**config.mk**
```make
export PLATFORM = sky130hd
export DESIGN_NAME = ahb_apb_bridge
export DESIGN_NICKNAME = d
export VERILOG_FILES = /design/src/rtl/ahb_apb_pkg.sv /design/src/rtl/ahb_apb_bridge.sv
export SDC_FILE = /design/constraint.sdc
export NUM_CORES = 1
export LEC_CHECK = 0
export ABC_AREA = 1
export ABC_CLOCK_PERIOD_IN_PS = 3100
export BUFFER_PORTS_ARGS = -buffer_cell sky130_fd_sc_hd__buf_2
export CAP_MARGIN = 25
export CELL_PAD_IN_SITES_DETAIL_PLACEMENT = 0
export CELL_PAD_IN_SITES_GLOBAL_PLACEMENT = 1
export CORE_MARGIN = 4
export CORE_UTILIZATION = 35
export CTS_BUF_LIST = sky130_fd_sc_hd__clkbuf_8
export DETAILED_ROUTE_END_ITERATION = 16
export PLACE_DENSITY = 0.95
export SKIP_LAST_GASP = 1
export SYNTH_ARGS = -nofsm -noshare
export SYNTH_HDL_FRONTEND = slang
export SYNTH_SLANG_ARGS = --single-unit
```
**constraint.sdc**
```tcl
create_clock -name HCLK -period 3.1 [get_ports HCLK]
set_clock_uncertainty 0.1 [all_clocks]
set_input_delay 0.62 -clock HCLK [delete_from_list [all_inputs] [get_ports HCLK]]
set_output_delay 0.62 -clock HCLK [all_outputs]
set_load 0.03 [all_outputs]
```
**src/rtl/ahb_apb_pkg.sv**
```systemverilog
// Shared types and helpers for the AHB-to-APB bridge: FSM state encoding,
// AHB transfer/response codes and the APB byte-strobe generator.
package ahb_apb_pkg;

  typedef enum logic [2:0] {
    ST_IDLE,
    ST_WDATA,
    ST_SETUP,
    ST_ACCESS,
    ST_ERR1,
    ST_ERR2
  } state_t;

  localparam logic [1:0] HTRANS_IDLE   = 2'b00;
  localparam logic [1:0] HTRANS_BUSY   = 2'b01;
  localparam logic [1:0] HTRANS_NONSEQ = 2'b10;
  localparam logic [1:0] HTRANS_SEQ    = 2'b11;

  localparam logic HRESP_OKAY  = 1'b0;
  localparam logic HRESP_ERROR = 1'b1;

  // Lane mask of 2**size bytes starting at addr_lsb; sizes above dword clamp
  // to dword and lanes shifted past byte 7 fall off the 8-bit result.
  function automatic logic [7:0] strb_gen(input logic [2:0] size, input logic [2:0] addr_lsb);
    logic [1:0] s;
    logic [3:0] nb;
    s  = (size > 3'd3) ? 2'd3 : size[1:0];
    nb = 4'd1 << s;
    return (8'hFF >> (4'd8 - nb)) << addr_lsb;
  endfunction

endpackage

```
**src/rtl/ahb_apb_bridge.sv**
```systemverilog
// Non-pipelined AHB slave to APB master bridge: one APB SETUP/ACCESS per
// accepted AHB transfer, with wait states, PSLVERR/timeout to two-cycle ERROR.
module ahb_apb_bridge
  import ahb_apb_pkg::*;
#(
  parameter int unsigned ADDR_W      = 32,
  parameter int unsigned DATA_W      = 64,
  parameter int unsigned TIMEOUT_CYC = 255
) (
  input  logic                HCLK,
  input  logic                HRESET,
  input  logic                HSEL,
  input  logic [1:0]          HTRANS,
  input  logic                HWRITE,
  input  logic [2:0]          HSIZE,
  input  logic [3:0]          HPROT,
  input  logic [ADDR_W-1:0]   HADDR,
  input  logic [DATA_W-1:0]   HWDATA,
  input  logic                HREADY,
  output logic                HREADYOUT,
  output logic                HRESP,
  output logic [DATA_W-1:0]   HRDATA,
  output logic                PSEL,
  output logic                PENABLE,
  output logic                PWRITE,
  output logic [ADDR_W-1:0]   PADDR,
  output logic [DATA_W-1:0]   PWDATA,
  output logic [DATA_W/8-1:0] PSTRB,
  output logic [2:0]          PPROT,
  input  logic [DATA_W-1:0]   PRDATA,
  input  logic                PREADY,
  input  logic                PSLVERR
);

  localparam int unsigned STRB_W  = DATA_W / 8;
  localparam int unsigned TO_LAST = (TIMEOUT_CYC == 0) ? 0 : TIMEOUT_CYC - 1;
  localparam int unsigned CNT_W   = (TO_LAST < 2) ? 1 : $clog2(TO_LAST + 1);

  state_t              r_state;
  state_t              w_next;
  logic                w_idle_like;
  logic                w_accept;
  logic                w_timeout;
  logic [CNT_W-1:0]    r_cnt;

  logic                r_hreadyout;
  logic                r_hresp;
  logic [DATA_W-1:0]   r_hrdata;
  logic                r_psel;
  logic                r_penable;
  logic                r_pwrite;
  logic [ADDR_W-1:0]   r_paddr;
  logic [DATA_W-1:0]   r_pwdata;
  logic [STRB_W-1:0]   r_pstrb;
  logic [2:0]          r_pprot;

  logic                w_unused;
  assign w_unused = &{1'b0, HPROT[3:2]};

  always_comb begin
    w_idle_like = (r_state == ST_IDLE) || (r_state == ST_ERR2);
    w_accept    = w_idle_like && HSEL && HREADY &&
                  ((HTRANS == HTRANS_NONSEQ) || (HTRANS == HTRANS_SEQ));
    w_timeout   = (TIMEOUT_CYC != 0) && (r_cnt == CNT_W'(TO_LAST));
    w_next      = ST_IDLE;
    case (r_state)
      ST_IDLE, ST_ERR2: w_next = w_accept ? (HWRITE ? ST_WDATA : ST_SETUP) : ST_IDLE;
      ST_WDATA:         w_next = ST_SETUP;
      ST_SETUP:         w_next = ST_ACCESS;
      // PREADY takes priority over a timeout landing in the same cycle
      ST_ACCESS: begin
        if (PREADY)         w_next = PSLVERR ? ST_ERR1 : ST_IDLE;
        else if (w_timeout) w_next = ST_ERR1;
        else                w_next = ST_ACCESS;
      end
      ST_ERR1:          w_next = ST_ERR2;
      default:          w_next = ST_IDLE;
    endcase
  end

  // Bus outputs are decoded from the next state so they are registered
  // and valid in the same cycle the state itself becomes visible.
  always_ff @(posedge HCLK) begin
    if (HRESET) begin
      r_state     <= ST_IDLE;
      r_hreadyout <= 1'b1;
      r_hresp     <= HRESP_OKAY;
      r_hrdata    <= '0;
      r_psel      <= 1'b0;
      r_penable   <= 1'b0;
      r_pwrite    <= 1'b0;
      r_paddr     <= '0;
      r_pwdata    <= '0;
      r_pstrb     <= '0;
      r_pprot     <= '0;
      r_cnt       <= '0;
    end else begin
      r_state     <= w_next;
      r_hreadyout <= (w_next == ST_IDLE) || (w_next == ST_ERR2);
      r_hresp     <= ((w_next == ST_ERR1) || (w_next == ST_ERR2)) ? HRESP_ERROR : HRESP_OKAY;
      r_psel      <= (w_next == ST_SETUP) || (w_next == ST_ACCESS);
      r_penable   <= (w_next == ST_ACCESS);

      if (w_accept) begin
        r_paddr  <= HADDR;
        r_pwrite <= HWRITE;
        r_pstrb  <= HWRITE ? STRB_W'(strb_gen(HSIZE, HADDR[2:0])) : '0;
        r_pprot  <= {~HPROT[0], 1'b1, HPROT[1]};
      end

      if (r_state == ST_WDATA) r_pwdata <= HWDATA;

      if (r_state == ST_SETUP)
        r_cnt <= '0;
      else if ((r_state == ST_ACCESS) && !PREADY)
        r_cnt <= r_cnt + CNT_W'(1);

      if ((r_state == ST_ACCESS) && PREADY && !PSLVERR && !r_pwrite)
        r_hrdata <= PRDATA;
    end
  end

  assign HREADYOUT = r_hreadyout;
  assign HRESP     = r_hresp;
  assign HRDATA    = r_hrdata;
  assign PSEL      = r_psel;
  assign PENABLE   = r_penable;
  assign PWRITE    = r_pwrite;
  assign PADDR     = r_paddr;
  assign PWDATA    = r_pwdata;
  assign PSTRB     = r_pstrb;
  assign PPROT     = r_pprot;

endmodule
```
==> summary.txt, run 1 <==
Status
  – Result of the run: finished clean

Synth
  – Fraction of synthesized cell area in xor and xnor cells: 0.001267
  – Cell accounting for the most synthesized area: dfxtp_1
  – Compound-gate portion of the synthesized area: 0.1831
  – Cells after synthesis: 895
  – Net count of the mapped netlist: 1073
  – Adder-cell area share of the yosys netlist: 0.003619
  – Fraction of synthesis flops using an asynchronous set or reset pin: 0
  – Number of distinct library cells after synthesis: 23
  – Warning count from the yosys run: 0
  – Most used DFF post-synth: dfxtp_1
  – Main combinational cell family by area after synthesis: compound AO/OA/AOI/OAI gates
  – Register area share after synthesis: 0.5414
  – Multiplexer area fraction after synthesis: 0
  – Most frequent cells after synthesis: dfxtp_1 (187), nor2_1 (151), o21ai_0 (124)
  – Number of register bits inferred by synthesis: 187
  – Top-count cell post-synth: dfxtp_1
  – Number of enable-type register cells in the synthesized netlist: 0
  – Post-synth design cell area: 6914 um2
  – Ranking of synthesized cells by area: dfxtp_1 (54%), o21ai_0 (9.0%), a21oi_1 (8.5%)
  – Average cell area after synthesis: 7.725 um2
  – Area share of and/or/nand/nor cells after synthesis: 0.1770
  – Area share of the largest cell type after synthesis: 0.5414

Global routing
  – Remaining global-route overflow: 0
  – Wire length of the first global-routing pass: 31740 um
  – Initial antenna violation count: 2
  – Met1 usage in global routing: 0.2200
  – Maximum number of pins on one net before global-route repair: 73
  – Global router's overall resource usage: 0.1774
  – Global route hottest layer: met2
  – GR Layer Usage met2: 0.2876
  – Number of global-route vias before repair: 6194
  – Met3 Usage GRT: 0.05484

Timing
  – Worst slew margin relative to its limit: 0.5973
  – Worst-case setup margin in the final layout: 1.088 ns
  – Total count of max-transition violations in the final report: 0
  – Worst-margin pin slew: 0.6041 ns
  – Final period util: 0.6490
  – Final setup violation count: 0
  – Sum of negative setup slack: 0 ns
  – Final worst path period need: 2.012 ns
  – Setup repair after global routing missed its margin: no
  – Highest achievable clock rate: 497.1 MHz
  – Final-report hold violation count: 0

Pwr
  – Clk network pwr share: 0.364
  – Proportion of power drawn by combinational gates: 0.136
  – Switching share of total power: 0.2829
  – Switching pwr: 1.440 mW
  – Design internal power: 3.650 mW
  – Worst IR drop on VDD: 0.2557 mV
  – Final Power: 5.090 mW
  – Static leakage: 4.536 nW
  – Sequential group share of total power: 0.500
  – Power Density: 547.6 nW/um2

Setup path
  – Worst setup SP type: register
  – Arrival time at the worst endpoint: 2.31 ns
  – Crit path max-delay family: simple AND/OR/NAND/NOR gates
  – Cell chain of the critical path: nand2_2 > nor2_4 > nand2_1 > nor3_4 > buf_4 > o21ai_0 > nor2_1
  – Reg2reg start: r_state[0]
  – Crit path from: r_state[0]
  – Class of the most critical setup path: register to register
  – Data required time at the worst endpoint: 3.40 ns
  – CP max FO: 64
  – Slowest library cell on the worst path: buf_4
  – Largest stage delay on the critical path: 0.52 ns
  – Crit. End Element: register
  – Worst path bufs/invs: 1

Place
  – Setup Slack @ Placement: 1.035 ns
  – Routability congestion estimate: 0.7895
  – PortBufs: 348
  – Estimated wirelength of the detail-placed design: 14830 um
  – Area after detailed placement: 8833 um2

Layout
  – Net count reported at finish: 1394
  – Proportion of layout cells with a drive suffix above 1: 0.3274
  – Area of the multi-input gates: 2545 um2
  – Fillers: 1971
  – Area delta synth->final: 34.42%
  – Design Area, Final: 9294 um2
  – Register cell area after layout: 3744 um2

Floorplan
  – # IOs: 352
  – Y dimension of the die: 148.6 um
  – Standard cell core area: 19460 um2
  – Die X-Extent: 148.6 um
  – Effective utilization at floorplan: 0.3553
  – Std-Cell Rows: 51
  – Die area: 22070 um2

CTS
  – Count of instances resized after the clock tree is built: 0
  – Post-CTS Hold Fix Bufs: 0
  – CTS Sinks: 187
  – TritonCTS clock tree: built
  – Clock buffer depth: 2
  – CTS Root Cell: clkbuf_8
  – Clock input transition at the sequential cells of the worst setup and hold paths: 0.10 ns
  – CTS buffer count: 17
  – Worst skew pair latency: 0.45 ns
  – Level count of the clock H-tree: 4
  – Number of buffers inserted to repair setup after CTS: 0

Detailed routing
  – Vias: 6772
  – Detailed-routing iteration count for the pre-antenna-repair pass: 4
  – Mean routed wirelength per cell: 13.79 um
  – Vias per inst: 4.533
  – Remaining antenna violation count: 0
  – Final Routed Wirelength: 20600 um
  – DRC violation count after routing: 0
  – Drt first-iter violations: 296

Hold path
  – Worst Min Path Start: PRDATA[27]
  – Type of the worst min-delay path: input port to register

Run
  – Max-cap viol count: 0
[sequential cells by signal (all words and copies together) (netlist names)]
| name | count |
|---|---|
| r_state | 3 |
| PWDATA | 64 |
| PPROT | 3 |
| PSEL | 1 |
| r_cnt | 8 |
| HREADYOUT | 1 |
| PSTRB | 8 |
| HRDATA | 64 |
| PADDR | 32 |
| PENABLE | 1 |
| HRESP | 1 |
| PWRITE | 1 |
[metrics by stage]
step / util / std cells / hold WS [ns]
5_1_grt: 0.4775 / 1494 / 0.2329
3_3_place_gp: 0.4528 / 1461 / 0.3275
2_1_floorplan: - / 895 / 0.3207
6_report: 0.4775 / 1494 / 0.2729
3_5_place_dp: 0.4539 / 1462 / 0.3306
4_1_cts: 0.4774 / 1493 / 0.2347
[per-layer routing]
| layer | up-vias | share of wire |
|---|---|---|
| li1 | 3509 | - |
| met1 | 3009 | 0.42 |
| met2 | 212 | 0.48 |
| met3 | 40 | 0.068 |
| met4 | 2 | 0.028 |
| met5 | - | 0.00039 |
[tightest hold or removal path, stage by stage]
cell and delay, ns:
buf_2 0.07, nor2_1 0.03, nor2_1 0.08
[kinds of logic (layout without fill, tap and decap cells)]
logic type	after synthesis	count (layout)
and+or+nand+nor	299	299
AOI/OAI and AO/OA	253	253
DFF	187	187
buffers and inverters	153	486
adders and majority gates	2	2
xor gates and xnor gates	1	1
other	0	1
[cells in the final DEF, fill, tap and decap left out]
cell	n
buf_2	348
dfxtp_1	187
nor2_1	150
o21ai_0	124
a21oi_1	118
inv_1	93
nand2_1	92
nand3_1	42
clkbuf_8	18
o21ai_1	11
buf_4	10
bufinv_16	4
nor3_1	3
clkinv_4	3
nand2_2	2
inv_2	2
nor2_2	2
nand3b_1	2
nor3_2	2
ha_1	2
inv_6	2
inv_8	2
buf_12	2
diode_2	1
nor2_4	1
nor3_4	1
nand3_4	1
xor2_1	1
or2_1	1
clkinvlp_4	1
clkinv_8	1
[worst paths after layout]
check                             endpoint  slack (ns)  cells after the start
worst max-delay path             HRDATA[9]        1.09                      7
worst min-delay path            HRDATA[27]        0.27                      3
worst max register to register   HRDATA[9]        1.09                      7
worst min register to register  PWDATA[37]        0.34                      2
[power by group through the flow]
stage | Sequential, mW | Combinational (mW) | Clock, mW
2_1_floorplan | 2.79 | 0.234 | 0
3_3_place_gp | 2.59 | 0.691 | 0
3_5_place_dp | 2.60 | 0.695 | 0
4_1_cts | 2.54 | 0.697 | 1.91
5_1_grt | 2.56 | 0.758 | 2.02
6_report | 2.54 | 0.691 | 1.85
[area by class of cell]
type | count | area share
clock buffer | 18 | 0.02666
antenna | 1 | 0.0002693
multi-input combinational | 555 | 0.2738
inverter | 95 | 0.03837
sequential | 187 | 0.4028
clock inverter | 13 | 0.02262
timing repair buffer | 360 | 0.1998
tap | 265 | 0.03568
Power figures use the tool's default switching activity.
==> run 2: changes to the inputs <==
--- a/config.mk
+++ b/config.mk
@@ -6,16 +6,16 @@
 export NUM_CORES = 1
 export LEC_CHECK = 0
 export ABC_AREA = 1
-export ABC_CLOCK_PERIOD_IN_PS = 3100
+export ABC_CLOCK_PERIOD_IN_PS = 2100
 export BUFFER_PORTS_ARGS = -buffer_cell sky130_fd_sc_hd__buf_2
 export CAP_MARGIN = 25
 export CELL_PAD_IN_SITES_DETAIL_PLACEMENT = 0
 export CELL_PAD_IN_SITES_GLOBAL_PLACEMENT = 1
 export CORE_MARGIN = 4
-export CORE_UTILIZATION = 35
+export CORE_UTILIZATION = 32
 export CTS_BUF_LIST = sky130_fd_sc_hd__clkbuf_8
 export DETAILED_ROUTE_END_ITERATION = 16
-export PLACE_DENSITY = 0.95
+export PLACE_DENSITY = 0.92
 export SKIP_LAST_GASP = 1
 export SYNTH_ARGS = -nofsm -noshare
 export SYNTH_HDL_FRONTEND = slang
==> constraint.sdc (replaced) <==
create_clock -name HCLK -period 2.1 [get_ports HCLK]
set_clock_uncertainty 0.1 [all_clocks]
set_input_delay 0.42 -clock HCLK [delete_from_list [all_inputs] [get_ports HCLK]]
set_output_delay 0.42 -clock HCLK [all_outputs]
set_load 0.03 [all_outputs]
==> run 2 against run 1 <==
Sequential cell count unchanged. Non-clock buffer count unchanged. Cell area decreased by 0.16%. Die area increased by 8.9%. Wire length increased by 2.4%. Combinational power increased by 51%. Hold slack got worse by 0.20 ns. Critical path depth increased by 1. Sequential power increased by 48%. Sequential share of layout area increased by 0.065 points. Critical endpoint is now HRDATA[4]. Largest cell class unchanged.
==> summary.txt, run 2 (synthesized netlist as in run 1, its figures left out) <==
Layout
  – Area of the multi-input gates: 2545 um2
  – Area delta synth->final: 34.20%
  – Leading cell type in the layout, fill and taps excluded: buf_2
  – Proportion of layout cells with a drive suffix above 1: 0.3274
  – Fillers: 2170
  – Register cell area after layout: 3744 um2
  – Leading cell types in the layout, fill and taps excluded: buf_2 (348), dfxtp_1 (187), nor2_1 (150)
  – Net count reported at finish: 1394
  – Number of standard cells in the layout, taps in and fillers out: 1505

Pwr
  – Switching pwr: 2.187 mW
  – Power Density: 764.4 nW/um2
  – Clk network pwr share: 0.323
  – Design internal power: 4.906 mW
  – Static leakage: 4.511 nW
  – Switching share of total power: 0.3083
  – Sequential group share of total power: 0.530
  – Worst IR drop on VDD: 0.3895 mV
  – Final Power: 7.093 mW
  – Proportion of power drawn by combinational gates: 0.147

Detailed routing
  – Vias per inst: 4.557
  – Drt first-iter violations: 405
  – Wire length on met3: 1503 um
  – Final Routed Wirelength: 21090 um
  – Remaining antenna violation count: 0
  – Vias: 6859
  – Sum of met2 wire segment lengths after detailed routing: 10310 um
  – Mean routed wirelength per cell: 14.01 um
  – Topmost layer with routed signal wires: met5
  – DRC violation count after routing: 0
  – Detailed-routing iteration count for the pre-antenna-repair pass: 5
  – WL met1: 8583 um

Timing
  – Minimum hold slack: 0.07765 ns
  – Final period util: 0.8601
  – Final setup violation count: 0
  – Final-report hold violation count: 0
  – Highest achievable clock rate: 553.6 MHz
  – Sum of negative setup slack: 0 ns
  – Worst-margin pin slew: 0.5336 ns
  – Worst slew margin relative to its limit: 0.6443
  – Setup repair after global routing missed its margin: no
  – Total count of max-transition violations in the final report: 0
  – Final worst path period need: 1.806 ns

Floorplan
  – Std-Cell Rows: 53
  – Effective utilization at floorplan: 0.3268
  – Die area: 24020 um2
  – # IOs: 352
  – Standard cell core area: 21150 um2
  – Y dimension of the die: 155.0 um
  – Die X-Extent: 155.0 um

CTS
  – Count of instances resized after the clock tree is built: 0
  – Post-CTS Hold Fix Bufs: 0
  – CTS Sinks: 187
  – Worst skew pair latency: 0.44 ns
  – Number of buffers inserted to repair setup after CTS: 0
  – TritonCTS clock tree: built
  – Clock input transition at the sequential cells of the worst setup and hold paths: 0.12 ns
  – CTS Root Cell: clkbuf_8
  – Level count of the clock H-tree: 4
  – Clock buffer depth: 2
  – CTS buffer count: 17

Setup path
  – Crit path max-delay family: simple AND/OR/NAND/NOR gates
  – Cell chain of the critical path: nand2_2 > nor2_4 > nand2_1 > nor3_4 > inv_2 > buf_12 > nor2_1 > nor2_1
  – Crit. End Element: register
  – Slowest library cell on the worst path: dfxtp_1
  – Arrival time at the worst endpoint: 2.04 ns
  – Cell repeated most along the worst path: nor2_1
  – Worst setup SP type: register
  – Worst path bufs/invs: 2
  – Class of the most critical setup path: register to register
  – Data required time at the worst endpoint: 2.33 ns
  – Largest stage delay on the critical path: 0.45 ns
  – CP max FO: 55

Run
  – Max-cap viol count: 0

Place
  – Placed Cells incl. Taps: 1472
  – PortBufs: 348
  – Routability congestion estimate: 0.8345
  – Estimated wirelength of the detail-placed design: 15350 um

Hold path
  – Type of the worst min-delay path: input port to register

Global routing
  – Global router's overall resource usage: 0.1695
  – Number of global-route vias before repair: 6503
  – Remaining global-route overflow: 0
  – Initial antenna violation count: 4
  – Wire length of the first global-routing pass: 33380 um
  – Maximum number of pins on one net before global-route repair: 69

Status
  – Result of the run: finished clean
-- run 2: worst register-to-register path, stage by stage (launching register included) --
cell and delay [ns]:
dfxtp_1 0.45, nand2_2 0.12, nor2_4 0.12, nand2_1 0.09
nor3_4 0.22, inv_2 0.17, buf_12 0.22, nor2_1 0.15
nor2_1 0.05
-- run 2: cell type report --
class / count / area share
timing repair buffer: 360 / 0.2068
sequential: 187 / 0.4035
multi-input combinational: 555 / 0.2743
inverter: 95 / 0.03843
tap: 275 / 0.03708
clock buffer: 17 / 0.02522
antenna: 2 / 0.0005394
clock inverter: 14 / 0.01416
-- run 2: worst paths after layout --
kind / from / cells after the start / end / slack (ns)
max: r_state[0] / 8 / HRDATA[4] / 0.29
min: PRDATA[13] / 3 / HRDATA[13] / 0.08
max reg2reg: r_state[0] / 8 / HRDATA[4] / 0.29
min reg2reg: PWDATA[36] / 2 / PWDATA[36] / 0.35
-- run 2: through the flow --
stage               setup slack [ns]  cell area, um2    util
floorplan                     0.5999            6914       -
global placement              0.3309            8909  0.4211
detailed placement            0.2982            8909  0.4211
CTS                           0.2805            9274  0.4384
global route                  0.1228            9279  0.4386
finish                        0.2937            9279  0.4386
-- run 2: per-layer routing --
metal	track usage	vias up
met5	0	-
met4	0.07191	2
met3	0.04618	44
met2	0.2779	245
met1	0.2101	3059
li1	-	3509
-- run 2: power by group through the flow --
| stage | sequential, mW | clock [mW] | combinational, mW |
|---|---|---|---|
| 2_1_floorplan | 4.12 | 0 | 0.345 |
| 3_3_place_gp | 3.83 | 0 | 1.04 |
| 3_5_place_dp | 3.84 | 0 | 1.05 |
| 4_1_cts | 3.76 | 2.38 | 1.05 |
| 5_1_grt | 3.78 | 2.52 | 1.14 |
| 6_report | 3.76 | 2.29 | 1.04 |
==> run 3: changes to the inputs <==
--- a/config.mk
+++ b/config.mk
@@ -6,16 +6,16 @@
 export NUM_CORES = 1
 export LEC_CHECK = 0
 export ABC_AREA = 1
-export ABC_CLOCK_PERIOD_IN_PS = 2100
+export ABC_CLOCK_PERIOD_IN_PS = 1600
 export BUFFER_PORTS_ARGS = -buffer_cell sky130_fd_sc_hd__buf_2
 export CAP_MARGIN = 25
 export CELL_PAD_IN_SITES_DETAIL_PLACEMENT = 0
 export CELL_PAD_IN_SITES_GLOBAL_PLACEMENT = 1
 export CORE_MARGIN = 4
-export CORE_UTILIZATION = 32
-export CTS_BUF_LIST = sky130_fd_sc_hd__clkbuf_8
+export CORE_UTILIZATION = 28
 export DETAILED_ROUTE_END_ITERATION = 16
-export PLACE_DENSITY = 0.92
+export HOLD_SLACK_MARGIN = 0.06
+export PLACE_DENSITY = 0.87
 export SKIP_LAST_GASP = 1
 export SYNTH_ARGS = -nofsm -noshare
 export SYNTH_HDL_FRONTEND = slang
==> constraint.sdc (replaced) <==
create_clock -name HCLK -period 1.6 [get_ports HCLK]
set_clock_uncertainty 0.1 [all_clocks]
set_input_delay 0.32 -clock HCLK [delete_from_list [all_inputs] [get_ports HCLK]]
set_output_delay 0.32 -clock HCLK [all_outputs]
set_load 0.03 [all_outputs]
==> run 3 against run 2 <==
Sequential power up 31%. Sequential share of layout area down 6.1 points. Sequential cell count unchanged. Utilization up 1.2 points. Power up 52%. Largest cell class unchanged. Hold slack worse by 0.0047 ns. Count of clock-buffer cells in the layout unchanged. Combinational power up 58%. Die area up 14%. Highest routed layer is now met4. First-iteration DRC count up 11%. Via count up 9.7%. Largest power group unchanged. Cell count up 12%.
==> summary.txt, run 3 (synthesized netlist as in run 1, its figures left out) <==
Pwr
  – Static leakage: 5.198 nW
  – Design internal power: 7.596 mW
  – Switching share of total power: 0.2947
  – Switching pwr: 3.174 mW
  – Clk network pwr share: 0.390
  – Final Power: 10.77 mW
  – Proportion of power drawn by combinational gates: 0.152
  – Worst IR drop on VDD: 0.5921 mV
  – Power Density: 982.4 nW/um2
  – Sequential group share of total power: 0.458

Floorplan
  – Die X-Extent: 165.1 um
  – Y dimension of the die: 165.1 um
  – Effective utilization at floorplan: 0.2843
  – Die area: 27270 um2
  – Standard cell core area: 24320 um2
  – Std-Cell Rows: 57
  – # IOs: 352

Layout
  – Net count reported at finish: 1520
  – Leading cell types in the layout, fill and taps excluded: buf_2 (348), dfxtp_1 (184), o21ai_0 (124)
  – Area delta synth->final: 58.56%
  – Area of the multi-input gates: 2623 um2
  – Fillers: 2377
  – Design Area, Final: 10960 um2
  – Proportion of layout cells with a drive suffix above 1: 0.3373
  – Number of standard cells in the layout, taps in and fillers out: 1681
  – Leading cell type in the layout, fill and taps excluded: buf_2
  – Register cell area after layout: 3752 um2

Setup path
  – Class of the most critical setup path: register to register
  – Arrival time at the worst endpoint: 1.80 ns
  – CP max FO: 32
  – Cell chain of the critical path: nand2_2 > nor2_4 > nand2_2 > nor3_4 > buf_12 > buf_16 > o21ai_0 > nor2_1
  – Worst setup SP type: register
  – Data required time at the worst endpoint: 1.87 ns
  – Worst-case register-to-register setup slack: 0.07 ns
  – Worst path bufs/invs: 2
  – Crit. End Element: register
  – Slowest library cell on the worst path: dfxtp_4
  – Cell repeated most along the worst path: nand2_2
  – Largest stage delay on the critical path: 0.37 ns
  – Crit path max-delay family: simple AND/OR/NAND/NOR gates

Timing
  – Minimum hold slack: 0.07293 ns
  – Highest achievable clock rate: 652.4 MHz
  – Worst slew margin relative to its limit: 0.6438
  – Final period util: 0.9581
  – Final setup violation count: 0
  – Total count of max-transition violations in the final report: 0
  – Setup repair after global routing missed its margin: yes
  – Final-report hold violation count: 0
  – Worst-margin pin slew: 0.5342 ns
  – Sum of negative setup slack: 0 ns
  – Final worst path period need: 1.533 ns

Global routing
  – Global router's overall resource usage: 0.1598
  – Maximum number of pins on one net before global-route repair: 75
  – Wire length of the first global-routing pass: 35380 um
  – Number of global-route vias before repair: 7072
  – Initial antenna violation count: 2
  – Remaining global-route overflow: 0

Run
  – Max-cap viol count: 0

Detailed routing
  – Vias: 7522
  – Drt first-iter violations: 448
  – Vias per inst: 4.475
  – Remaining antenna violation count: 0
  – Final Routed Wirelength: 23640 um
  – Detailed-routing iteration count for the pre-antenna-repair pass: 5
  – Mean routed wirelength per cell: 14.06 um
  – DRC violation count after routing: 0

Place
  – Area after detailed placement: 9123 um2
  – Routability congestion estimate: 0.7835
  – Estimated wirelength of the detail-placed design: 15490 um
  – Placed Cells incl. Taps: 1538
  – PortBufs: 348

CTS
  – Clock buffer depth: 2
  – TritonCTS clock tree: built
  – CTS Sinks: 187
  – Clock input transition at the sequential cells of the worst setup and hold paths: 0.08 ns
  – Level count of the clock H-tree: 4
  – CTS Root Cell: clkbuf_16
  – CTS buffer count: 17
  – Worst skew pair latency: 0.42 ns

Status
  – Result of the run: finished clean

Hold path
  – Type of the worst min-delay path: input port to register
[run 3: cell count changes in the layout (fill, tap and decap cells not counted), moves of 15 or more]
cell	delta
clkbuf_8	-17
nor2_2	+26
nor2_1	-27
dlygate4sd3_1	+104
clkbuf_16	+19
buf_4	+15
[run 3: power groups by stage]
stage	Clock, mW	Sequential, mW	Combinational [mW]
after floorplan	0	5.40	0.453
after global placement	0	5.03	1.39
after detailed placement	0	5.04	1.40
after CTS	4.37	4.93	1.61
after global routing	4.55	4.95	1.78
final	4.20	4.93	1.64
[run 3: worst paths after layout]
check / startpoint / endpoint / cells after the start
hold / removal: HWDATA[54] / PWDATA[54] / 3
setup reg to reg: r_state[0] / HRDATA[16] / 8
hold reg to reg: PWDATA[54] / PWDATA[54] / 2
setup / recovery: r_state[0] / HRDATA[16] / 8
[run 3: tightest hold or removal path, stage by stage]
cell,delay (ns)
buf_2,0.07
o21ai_0,0.07
a21oi_1,0.10
[run 3: cell type report]
type                       instances  area share
antenna                            2   0.0004565
multi-input combinational        555      0.2392
timing repair buffer             486      0.2946
clock buffer                      17     0.03880
tap                              324     0.03698
inverter                          95     0.03298
sequential                       187      0.3423
clock inverter                    15     0.01472
[run 3: per-layer routing]
layer  GRT usage  part of all wire  vias to the layer above
met3     0.03922             0.058                       45
li1            -                 -                     3781
met2      0.2788              0.51                      268
met4     0.05671             0.027                        0
met5           0                 0                        -
met1      0.1908              0.41                     3428
[run 3: per-stage QoR]
step | setup slack, ns | util
after floorplan | 0.1812 | -
after global placement | -0.003376 | 0.3751
after detailed placement | -0.06559 | 0.3751
after CTS | -0.01333 | 0.4443
after global routing | -0.07114 | 0.4508
final | 0.06710 | 0.4508
[run 3: timing repair]
item | in CTS | in global routing
cloned | 1 | 2
gates resized for setup | 5 | 35
setup endpoints to repair | 64 | 101
pin swaps | 1 | 2
endpoints found under the hold margin | 104 | 0
buffers inserted | 1 | 1
hold buffers | 104 | 0
